## src/rtl/fetch_pkg.sv

```systemverilog
`default_nettype none
// +--------------------------------------------------------------------+
// | fetch_pkg : shared fetch-stage types and the halt opcode           |
// | Rev 1.0                                                            |
// +--------------------------------------------------------------------+
package fetch_pkg;

  typedef enum logic [1:0] {
    ST_IDLE   = 2'd0,
    ST_FETCH  = 2'd1,
    ST_HALTED = 2'd2
  } fetch_state_t;

  localparam logic [7:0] HALT_OP = 8'hFF;

endpackage
`default_nettype wire

```

## src/rtl/fetch_buffer.sv

```systemverilog
`default_nettype none
// +--------------------------------------------------------------------+
// | fetch_buffer : synchronous FIFO with flush, count, full and empty  |
// | Rev 1.0                                                            |
// +--------------------------------------------------------------------+
module fetch_buffer #(
  parameter int DEPTH = 2,
  parameter int WIDTH = 12,
  localparam int PTR_W = (DEPTH > 1) ? $clog2(DEPTH) : 1,
  localparam int CNT_W = $clog2(DEPTH + 1)
) (
  input  logic             clk,
  input  logic             rst_n,
  input  logic             flush,
  input  logic             push,
  input  logic             pop,
  input  logic [WIDTH-1:0] wdata,
  output logic [WIDTH-1:0] rdata,
  output logic [CNT_W-1:0] count,
  output logic             full,
  output logic             empty
);

  localparam logic [PTR_W-1:0] c_last  = PTR_W'(DEPTH - 1);
  localparam logic [CNT_W-1:0] c_depth = CNT_W'(DEPTH);

  logic [WIDTH-1:0] r_mem [DEPTH];
  logic [PTR_W-1:0] r_wr_ptr;
  logic [PTR_W-1:0] r_rd_ptr;
  logic [CNT_W-1:0] r_count;
  logic             w_push;
  logic             w_pop;

  // A push into a full FIFO is accepted only when the head leaves in the same cycle.
  assign w_pop  = pop && (r_count != '0);
  assign w_push = push && ((r_count != c_depth) || w_pop);

  always_ff @(posedge clk or negedge rst_n) begin
    if (!rst_n) begin
      for (int i = 0; i < DEPTH; i++) begin
        r_mem[i] <= '0;
      end
      r_wr_ptr <= '0;
      r_rd_ptr <= '0;
      r_count  <= '0;
    end else if (flush) begin
      r_wr_ptr <= '0;
      r_rd_ptr <= '0;
      r_count  <= '0;
    end else begin
      if (w_push) begin
        r_mem[r_wr_ptr] <= wdata;
        r_wr_ptr        <= (r_wr_ptr == c_last) ? '0 : r_wr_ptr + PTR_W'(1);
      end
      if (w_pop) begin
        r_rd_ptr <= (r_rd_ptr == c_last) ? '0 : r_rd_ptr + PTR_W'(1);
      end
      case ({w_push, w_pop})
        2'b10:   r_count <= r_count + CNT_W'(1);
        2'b01:   r_count <= r_count - CNT_W'(1);
        default: r_count <= r_count;
      endcase
    end
  end

  assign rdata = r_mem[r_rd_ptr];
  assign count = r_count;
  assign full  = (r_count == c_depth);
  assign empty = (r_count == '0);

endmodule
`default_nettype wire

```

## src/rtl/fetch_sequencer.sv

```systemverilog
`default_nettype none
// +--------------------------------------------------------------------+
// | fetch_sequencer : PC sequencing and instruction buffering for decode|
// | Rev 1.0                                                            |
// +--------------------------------------------------------------------+
module fetch_sequencer #(
  parameter int         ADDR_W    = 4,
  parameter int         BUF_DEPTH = 2,
  parameter logic [7:0] HALT_OP   = fetch_pkg::HALT_OP
) (
  input  logic              clk,
  input  logic              rst_n,
  input  logic              start_i,
  input  logic              redirect_valid_i,
  input  logic [ADDR_W-1:0] redirect_addr_i,
  output logic [ADDR_W-1:0] imem_addr_o,
  input  logic [7:0]        imem_instr_i,
  output logic              instr_valid_o,
  input  logic              instr_ready_i,
  output logic [7:0]        instr_o,
  output logic [ADDR_W-1:0] instr_pc_o,
  output logic              busy_o,
  output logic              halted_o
);

  import fetch_pkg::*;

  localparam int ENT_W = 8 + ADDR_W;
  localparam int CNT_W = $clog2(BUF_DEPTH + 1);

  fetch_state_t      r_state;
  logic [ADDR_W-1:0] r_pc;
  logic              r_busy;
  logic              r_halted;

  logic [ENT_W-1:0]  w_rdata;
  logic [CNT_W-1:0]  w_count;
  logic              w_full;
  logic              w_empty;
  logic              w_pop;
  logic              w_push;
  logic              w_flush;
  logic [ADDR_W-1:0] w_target;

  assign w_pop = !w_empty && instr_ready_i;

  // Redirect outranks start; a start outside IDLE is a jump to address 0.
  always_comb begin
    w_flush  = 1'b0;
    w_target = '0;
    case (r_state)
      ST_IDLE: begin
        w_flush = start_i;
      end
      default: begin
        w_flush = redirect_valid_i || start_i;
        if (redirect_valid_i) begin
          w_target = redirect_addr_i;
        end
      end
    endcase
  end

  assign w_push = (r_state == ST_FETCH) && !w_flush && (!w_full || w_pop);

  always_ff @(posedge clk or negedge rst_n) begin
    if (!rst_n) begin
      r_state  <= ST_IDLE;
      r_pc     <= '0;
      r_busy   <= 1'b0;
      r_halted <= 1'b0;
    end else if (w_flush) begin
      r_state  <= ST_FETCH;
      r_pc     <= w_target;
      r_busy   <= 1'b1;
      r_halted <= 1'b0;
    end else if (w_push) begin
      // The halt opcode is still delivered; the PC stays on it.
      if (imem_instr_i == HALT_OP) begin
        r_state  <= ST_HALTED;
        r_busy   <= 1'b0;
        r_halted <= 1'b1;
      end else begin
        r_pc <= r_pc + ADDR_W'(1);
      end
    end
  end

  fetch_buffer #(
    .DEPTH (BUF_DEPTH),
    .WIDTH (ENT_W)
  ) u_buffer (
    .clk   (clk),
    .rst_n (rst_n),
    .flush (w_flush),
    .push  (w_push),
    .pop   (w_pop),
    .wdata ({imem_instr_i, r_pc}),
    .rdata (w_rdata),
    .count (w_count),
    .full  (w_full),
    .empty (w_empty)
  );

  assign imem_addr_o   = r_pc;
  assign instr_valid_o = (w_count != '0);
  assign instr_o       = w_rdata[ENT_W-1:ADDR_W];
  assign instr_pc_o    = w_rdata[ADDR_W-1:0];
  assign busy_o        = r_busy;
  assign halted_o      = r_halted;

endmodule
`default_nettype wire

```

## config.mk

```make
export PLATFORM = sky130hd
export DESIGN_NAME = fetch_sequencer
export DESIGN_NICKNAME = d
export VERILOG_FILES = /design/src/rtl/fetch_pkg.sv /design/src/rtl/fetch_buffer.sv /design/src/rtl/fetch_sequencer.sv
export SDC_FILE = /design/constraint.sdc
export NUM_CORES = 1
export LEC_CHECK = 0
export ABC_AREA = 1
export CORE_ASPECT_RATIO = 0.8
export CORE_UTILIZATION = 29
export CTS_CLUSTER_SIZE = 40
export DETAILED_ROUTE_END_ITERATION = 10
export PLACE_DENSITY = 0.54
export SYNTH_ARGS = -nofsm -noshare
export SYNTH_HDL_FRONTEND = slang
export SYNTH_SLANG_ARGS = --single-unit
```

## constraint.sdc

```tcl
create_clock -name clk -period 5 [get_ports clk]
set_input_delay 1 -clock clk [delete_from_list [all_inputs] [get_ports clk]]
set_output_delay 1 -clock clk [all_outputs]
set_load 0.01 [all_outputs]
```

==> results.md, run 1 <==
* Master of the slowest instance on the critical path: dfrtp_1
* Sequential power share at 0.468
* Multi-input gate area at 792 µm²
* Die height at around 72 µm
* P_sw at 0.000210 W
* Syn_nets at between 200 and 300
* Wire length on met1 at 2290 µm
* Arrival time at the worst endpoint at about 2000 ps
* Final setup viols at 0
* Die Width at 88.9 µm
* Critical path, cell by cell: inv_1 -> nand2_1 -> nand2_1 -> clkdlybuf4s50_1
* Vias in the first global route at 1426
* Tcrit/Tclk final at 0.604
* Clock buffer depth at 2
* DR vias/cell at between 4 and 5
* Internal power at ~0.00054 W
* Post-DP HPWL at ~2700 µm
* Min Tclk post-route at between 3000 and 4000 ps
* Number of diodes at 0
* Synth warnings at 0
* Post-Syn Area at between 0.0015 and 0.002 mm²
* Placed Cells at ~340
* Gate power share at 0.216
* VDD IR max at between 100 and 150 µV
* Pleak at approximately 1.2 nW
* Largest net degree at the start of global routing at 35
* Root Driver: clkbuf_8
* RSZ-0062 raised after global routing: no
* Max transition margin at 0.599
* CTS H-tree lvls at 2
* Worst-Skew Late Latency at approximately 280 ps
* Worst-margin pin slew at 601 ps
* Routed wire length at around 4100 µm
* Io pins at 36
* Starting Density at 0.310
* Initial DRT Pass Iterations at 4
* Hold-fix buffers, CTS at 0
* Crit path max-delay family: buffers and inverters
* Crit Path Category: register to output pin
* GP Congestion at approximately 0.67
* Top Layer Used: met4
* Input/output buffers at 35
* Area Overhead vs Synth at 28.9%
* CTS sink count at 34
* Cells after Synth at about 230
* Syn Area/Cell at approximately 7.6 µm²
* GR Util All Layers at 0.142
* Top FF cell, synth: dfrtp_1
* Core ar. at ~0.0056 mm²
* Largest stage delay, worst path at about 690 ps
* Area fraction of the dominant cell type after synthesis at 0.486
* Pwr dens at around 330 mW/mm²
* Largest area contributor in the netlist: dfrtp_1
* Worst-path clk slew at 70 ps
* Grt total ovfl at 0
* Register area share after synthesis at 0.486
* Antenna-violating nets left at 0
* Sw frac at 0.280
* Most frequent cell after synthesis: nand2_1
* CP Data Required Time at approximately 4000 ps
* Site row count at 24
* CP endpoint kind: output pin
* Slew Viols, Final at 0
* Synth area leaders: dfrtp_1, nand2_1, nand3_1, buf_6, inv_1
* Die area at between 0.006 and 0.007 mm²
* Setup bufs post-CTS at 0
* Routed WL per cell at 12.0 µm
* Via count at about 1500
* Min-Delay Path Class: register to register
* First-pass GRT wire length at between 6000 and 7000 µm
* Crit-path max FO at 15
* Clk network pwr share at 0.316
* WL met3 at 149 µm
* Iter 0 DRT Violations at 51
* Cell variety after synth at 20
* FF+latch area at 851 µm²
* Final Hold Fails at 0
* Cts repair resizes at 0
* Post-synth ARST share at 1.00
* Worst Path Buf+Inv at 2
* Top cells by count, synth: nand2_1, dfrtp_1, nand3_1
* WL met2 at 1680 µm
* Status: completed
* Most used cell, CP: nand2_1
* Post-synth EDFFs at 0
* Fillcell total at 630
* Final Skew at 4.17 ps
* Synthesized flop and latch total at 34
* Layout cell share with drive strength beyond 1 at 0.0746
* Fmax at ~330 MHz
* CTS tree: done
* Startpoint types: register
* Drc violations at 0
* Initial antenna violation count at 0
* Total Neg Setup Slack at 0 ps
* Layout Cells excl Fill at around 350
* Number of buffers created by CTS at 5
* Max-cap violation count at 0
* Layout net count at ~290
cell type report:
type                    instances  share of cell area
repair buffers                 36               0.159
well taps                      78              0.0432
flip-flops and latches         34               0.377
clock buffers                   8              0.0488
multi-input cells             177               0.351
inverters                      13              0.0216
power by group through the flow:
stage          logic (W)  clock network [W]  registers (W)
2_1_floorplan  0.0000894                  0       0.000348
3_3_place_gp    0.000162                  0       0.000354
3_5_place_dp    0.000164                  0       0.000355
4_1_cts         0.000164           0.000242       0.000350
5_1_grt         0.000184           0.000253       0.000356
6_report        0.000161           0.000237       0.000350
metrics by stage:
stage	hold WS [ps]	cell area, µm²	utilization	total power, W	setup slack [ps]
2_1_floorplan	442	1750	-	0.000437	2740
3_3_place_gp	454	2150	0.380	0.000516	2180
3_5_place_dp	459	2150	0.380	0.000519	2140
4_1_cts	476	2260	0.400	0.000757	1930
5_1_grt	486	2260	0.400	0.000793	1780
6_report	470	2260	0.400	0.000748	1980
worst paths after layout:
path | from | to | slack (ps) | cells past startpoint
max in group asynchronous | rst_n | u_buffer.r_mem[1] | 3540 | 2
hold / removal | u_buffer.r_mem[10] | u_buffer.r_mem[10] | 470 | 2
setup / recovery | u_buffer.r_rd_ptr | instr_pc_o[0] | 1980 | 4
min in group asynchronous | rst_n | r_state[0] | 1140 | 2
hold reg to reg | u_buffer.r_mem[10] | u_buffer.r_mem[10] | 470 | 2
setup reg to reg | halted_o | u_buffer.count[1] | 3110 | 9
layout by cell type, fill, tap and decap left out:
cell type and count:
ha_1 2, nand2_2 2, nor3_1 1, inv_1 11, nand4_1 1, clkdlybuf4s50_1 35
nand2_1 114, nand3_1 31, buf_4 1, nor2_2 3, nor2_1 8, o21ai_0 4
dfrtp_1 34, xnor2_1 1, nand3_2 1, o21ai_1 2, a21oi_1 4, inv_2 2
nor2_8 1, nand2_4 2, clkbuf_8 8
flip-flops by register name, indices dropped and copies added, names as in the netlist:
signal and count:
halted_o 1, imem_addr_o 4, r_state 1, u_buffer.count 2
u_buffer.r_mem 24, u_buffer.r_rd_ptr 1, u_buffer.r_wr_ptr 1
tightest hold or removal path: stages, from the launching register on:
cell	delay [ps]
dfrtp_1	340
nand2_1	50
nand2_1	40
layer usage:
layer	GRT usage	up-vias
li1	-	795
met1	0.213	705
met2	0.207	26
met3	0.0380	4
met4	0.0269	0
met5	0	-
cells by family (layout without fill, tap and decap cells):
kind of cell | count (synthesis) | in the layout | synth area share
flip-flops | 34 | 34 | 0.486
AND/OR/NAND/NOR | 164 | 164 | 0.404
XOR/XNOR | 1 | 1 | 0.00500
AO/OA/AOI/OAI | 10 | 10 | 0.0286
adder cells (fa/ha/maj) | 2 | 2 | 0.0143
buffers and inverters | 21 | 57 | 0.0621
(Power assumes the default switching activity.)
==> run 2: changes to the inputs <==
Clock period 5 ns to 2.9 ns, I/O delays scaled along.
==> results.md, run 2 (synthesis results as in run 1) <==
* VDD IR max at 212 µV (+100%)
* Critical R2R Capture: u_buffer.count[1]
* Arrival time at the worst endpoint at 1720 ps (-300 ps)
* Internal power at 0.000852 W (+58%)
* Master of the slowest instance on the critical path: clkdlybuf4s50_1
* Clk network pwr share at 0.271 (-0.045)
* Hold-fix buffers, CTS at 0 (unchanged)
* Final Hold Fails at 0 (unchanged)
* Core ar. at 0.00565 mm² (unchanged)
* DR vias/cell at 4.35 (-1.7%)
* Final setup viols at 0 (unchanged)
* Number of diodes at 0 (unchanged)
* Grt total ovfl at 0 (unchanged)
* Largest stage delay, worst path at 540 ps (-150 ps)
* Max transition margin at 0.692 (+0.0929)
* Number of buffers created by CTS at 5 (unchanged)
* Worst-margin pin slew at 461 ps (-140 ps)
* Clock buffer depth at 2 (unchanged)
* Layout net count at 289 (+1.0%)
* Fmax at around 430 MHz
* Via count at 1513 (-1.1%)
* Crit path max-delay family: buffers and inverters
* Cts repair resizes at 0 (unchanged)
* Worst hold path depth at 2 (unchanged)
* Crit-path max FO at 12 (-3)
* Critical path, cell by cell: inv_1 -> nand2_1 -> nand2_1 -> clkdlybuf4s50_1
* Initial antenna violation count at 0 (unchanged)
* Min-Delay Path Class: register to register
* CTS sink count at 34 (unchanged)
* R2R Path Start: halted_o
* Most used cell, CP: nand2_1
* Gate power share at 0.237 (+0.021)
* Vias in the first global route at 1450 (+1.7%)
* Max-cap violation count at 0 (unchanged)
* Fillcell total at 634 (+0.63%)
* CP Data Required Time at 2320 ps (-1680 ps)
* Sw frac at 0.298 (+0.0177)
* Iter 0 DRT Violations at 77 (+51%)
* Starting Density at 0.310 (unchanged)
* RSZ-0062 raised after global routing: no
* FF+latch area at 851 µm² (unchanged)
* Final Skew at 7.53 ps (+3.36 ps)
* Site row count at 24 (unchanged)
* Worst Hold Path EP: u_buffer.r_mem[5]
* Max reg flops at 24 (unchanged)
* Pleak at 1.17 nW (+0.17%)
* Crit Path Category: register to output pin
* Largest net degree at the start of global routing at 35 (unchanged)
* Tcrit/Tclk final at 0.793
* FF-to-FF setup slack at 1170 ps (-1940 ps)
* CTS H-tree lvls at 2 (unchanged)
* CTS tree: done
* Io pins at 36 (unchanged)
* Sequential power share at 0.492 (+0.024)
* Reg2Reg Depth at 9 (unchanged)
* Root Driver: clkbuf_8
* Worst-path clk slew at 70 ps (about the same)
* Total Neg Setup Slack at 0 ps (unchanged)
* Initial DRT Pass Iterations at 4 (unchanged)
* Commonest cells after routing, fill and taps aside: nand2_1, clkdlybuf4s50_1, dfrtp_1
* Worst path depth at 4 (unchanged)
* Slew Viols, Final at 0 (unchanged)
* Layout cell share with drive strength beyond 1 at 0.0815 (+0.00685)
* Worst-Skew Late Latency at 280 ps (about the same)
* Die Width at 88.9 µm (unchanged)
* CP endpoint kind: output pin
* Most common cell after layout, fill and taps aside: nand2_1
* Input/output buffers at 35 (unchanged)
* Routed WL per cell at 12.0 µm (-0.17%)
* Drc violations at 0 (unchanged)
* Die height at 71.5 µm (unchanged)
* Multi-input gate area at 792 µm² (unchanged)
* Routed wire length at 4160 µm (+0.41%)
* GP Congestion at 0.727 (+7.9%)
* GR Util All Layers at 0.148 (+0.00532)
* P_sw at 0.000362 W (+73%)
* Die area at 0.00636 mm² (unchanged)
* Hold_sp: u_buffer.r_mem[5]
* Hold_ws at 470 ps (-0.411 ps)
* Post-DP HPWL at 2890 µm (+5.7%)
* Worst Path Buf+Inv at 2 (unchanged)
* Status: completed
* Area Overhead vs Synth at 28.4%
* Startpoint types: register
* Setup bufs post-CTS at 0 (unchanged)
* Antenna-violating nets left at 0 (unchanged)
* Pwr dens at 540 mW/mm² (+63%)
* Min Tclk post-route at around 2300 ps
* Biggest register: u_buffer.r_mem
* First-pass GRT wire length at 7110 µm (+3.5%)
run 2: cell count changes in the layout (fill, tap and decap cells not counted):
cell	before	now
clkbuf_8	8	5
buf_4	1	4
clkinv_2	0	2
run 2: worst max path at each step:
stage / end / from / slack (ps)
after floorplan: u_buffer.count[1] / instr_ready_i / 1060
after global placement: u_buffer.count[1] / instr_ready_i / 600
after detailed placement: u_buffer.count[1] / instr_ready_i / 600
after CTS: instr_pc_o[0] / u_buffer.r_rd_ptr / 570
after global routing: instr_pc_o[2] / u_buffer.r_rd_ptr / 470
final: instr_pc_o[0] / u_buffer.r_rd_ptr / 600
run 2: metal layers:
| metal | vias to the layer above | GRT usage | part of all wire |
|---|---|---|---|
| li1 | 807 | - | - |
| met1 | 675 | 0.229 | 0.56 |
| met2 | 26 | 0.207 | 0.40 |
| met3 | 5 | 0.0346 | 0.033 |
| met4 | 0 | 0.0323 | 0.0070 |
| met5 | - | 0 | 0 |
run 2: stage by stage:
stage	instances	cell area [µm²]	total power [W]	setup WS (ps)	utilization
after CTS	348	2250	0.00123	574	0.398
after global routing	348	2250	0.00130	473	0.398
after global placement	341	2170	0.000893	601	0.384
final	348	2250	0.00121	601	0.398
after detailed placement	341	2170	0.000897	602	0.384
after floorplan	232	1750	0.000754	1060	-
run 2: power groups by stage:
stage	clock network, W	logic [W]	registers (W)
after global placement	0	0.000289	0.000605
final	0.000329	0.000287	0.000598
after CTS	0.000342	0.000292	0.000597
after global routing	0.000361	0.000331	0.000610
after floorplan	0	0.000154	0.000599
after detailed placement	0	0.000291	0.000606
run 2: layout make-up:
cell class | instances | share of cell area
Sequential cell | 34 | 0.378
Tap cell | 78 | 0.0434
Multi-Input combinational cell | 177 | 0.352
Clock inverter | 2 | 0.00445
Timing Repair Buffer | 39 | 0.169
Inverter | 13 | 0.0217
Clock buffer | 5 | 0.0306
run 2: worst reg2reg max path, stage by stage (launching register included):
cell,delay [ps]
dfrtp_1,430
o21ai_1,160
nand2_2,150
nor2_8,230
inv_2,40
ha_1,300
inv_1,80
nand2_1,50
o21ai_0,130
inv_1,50
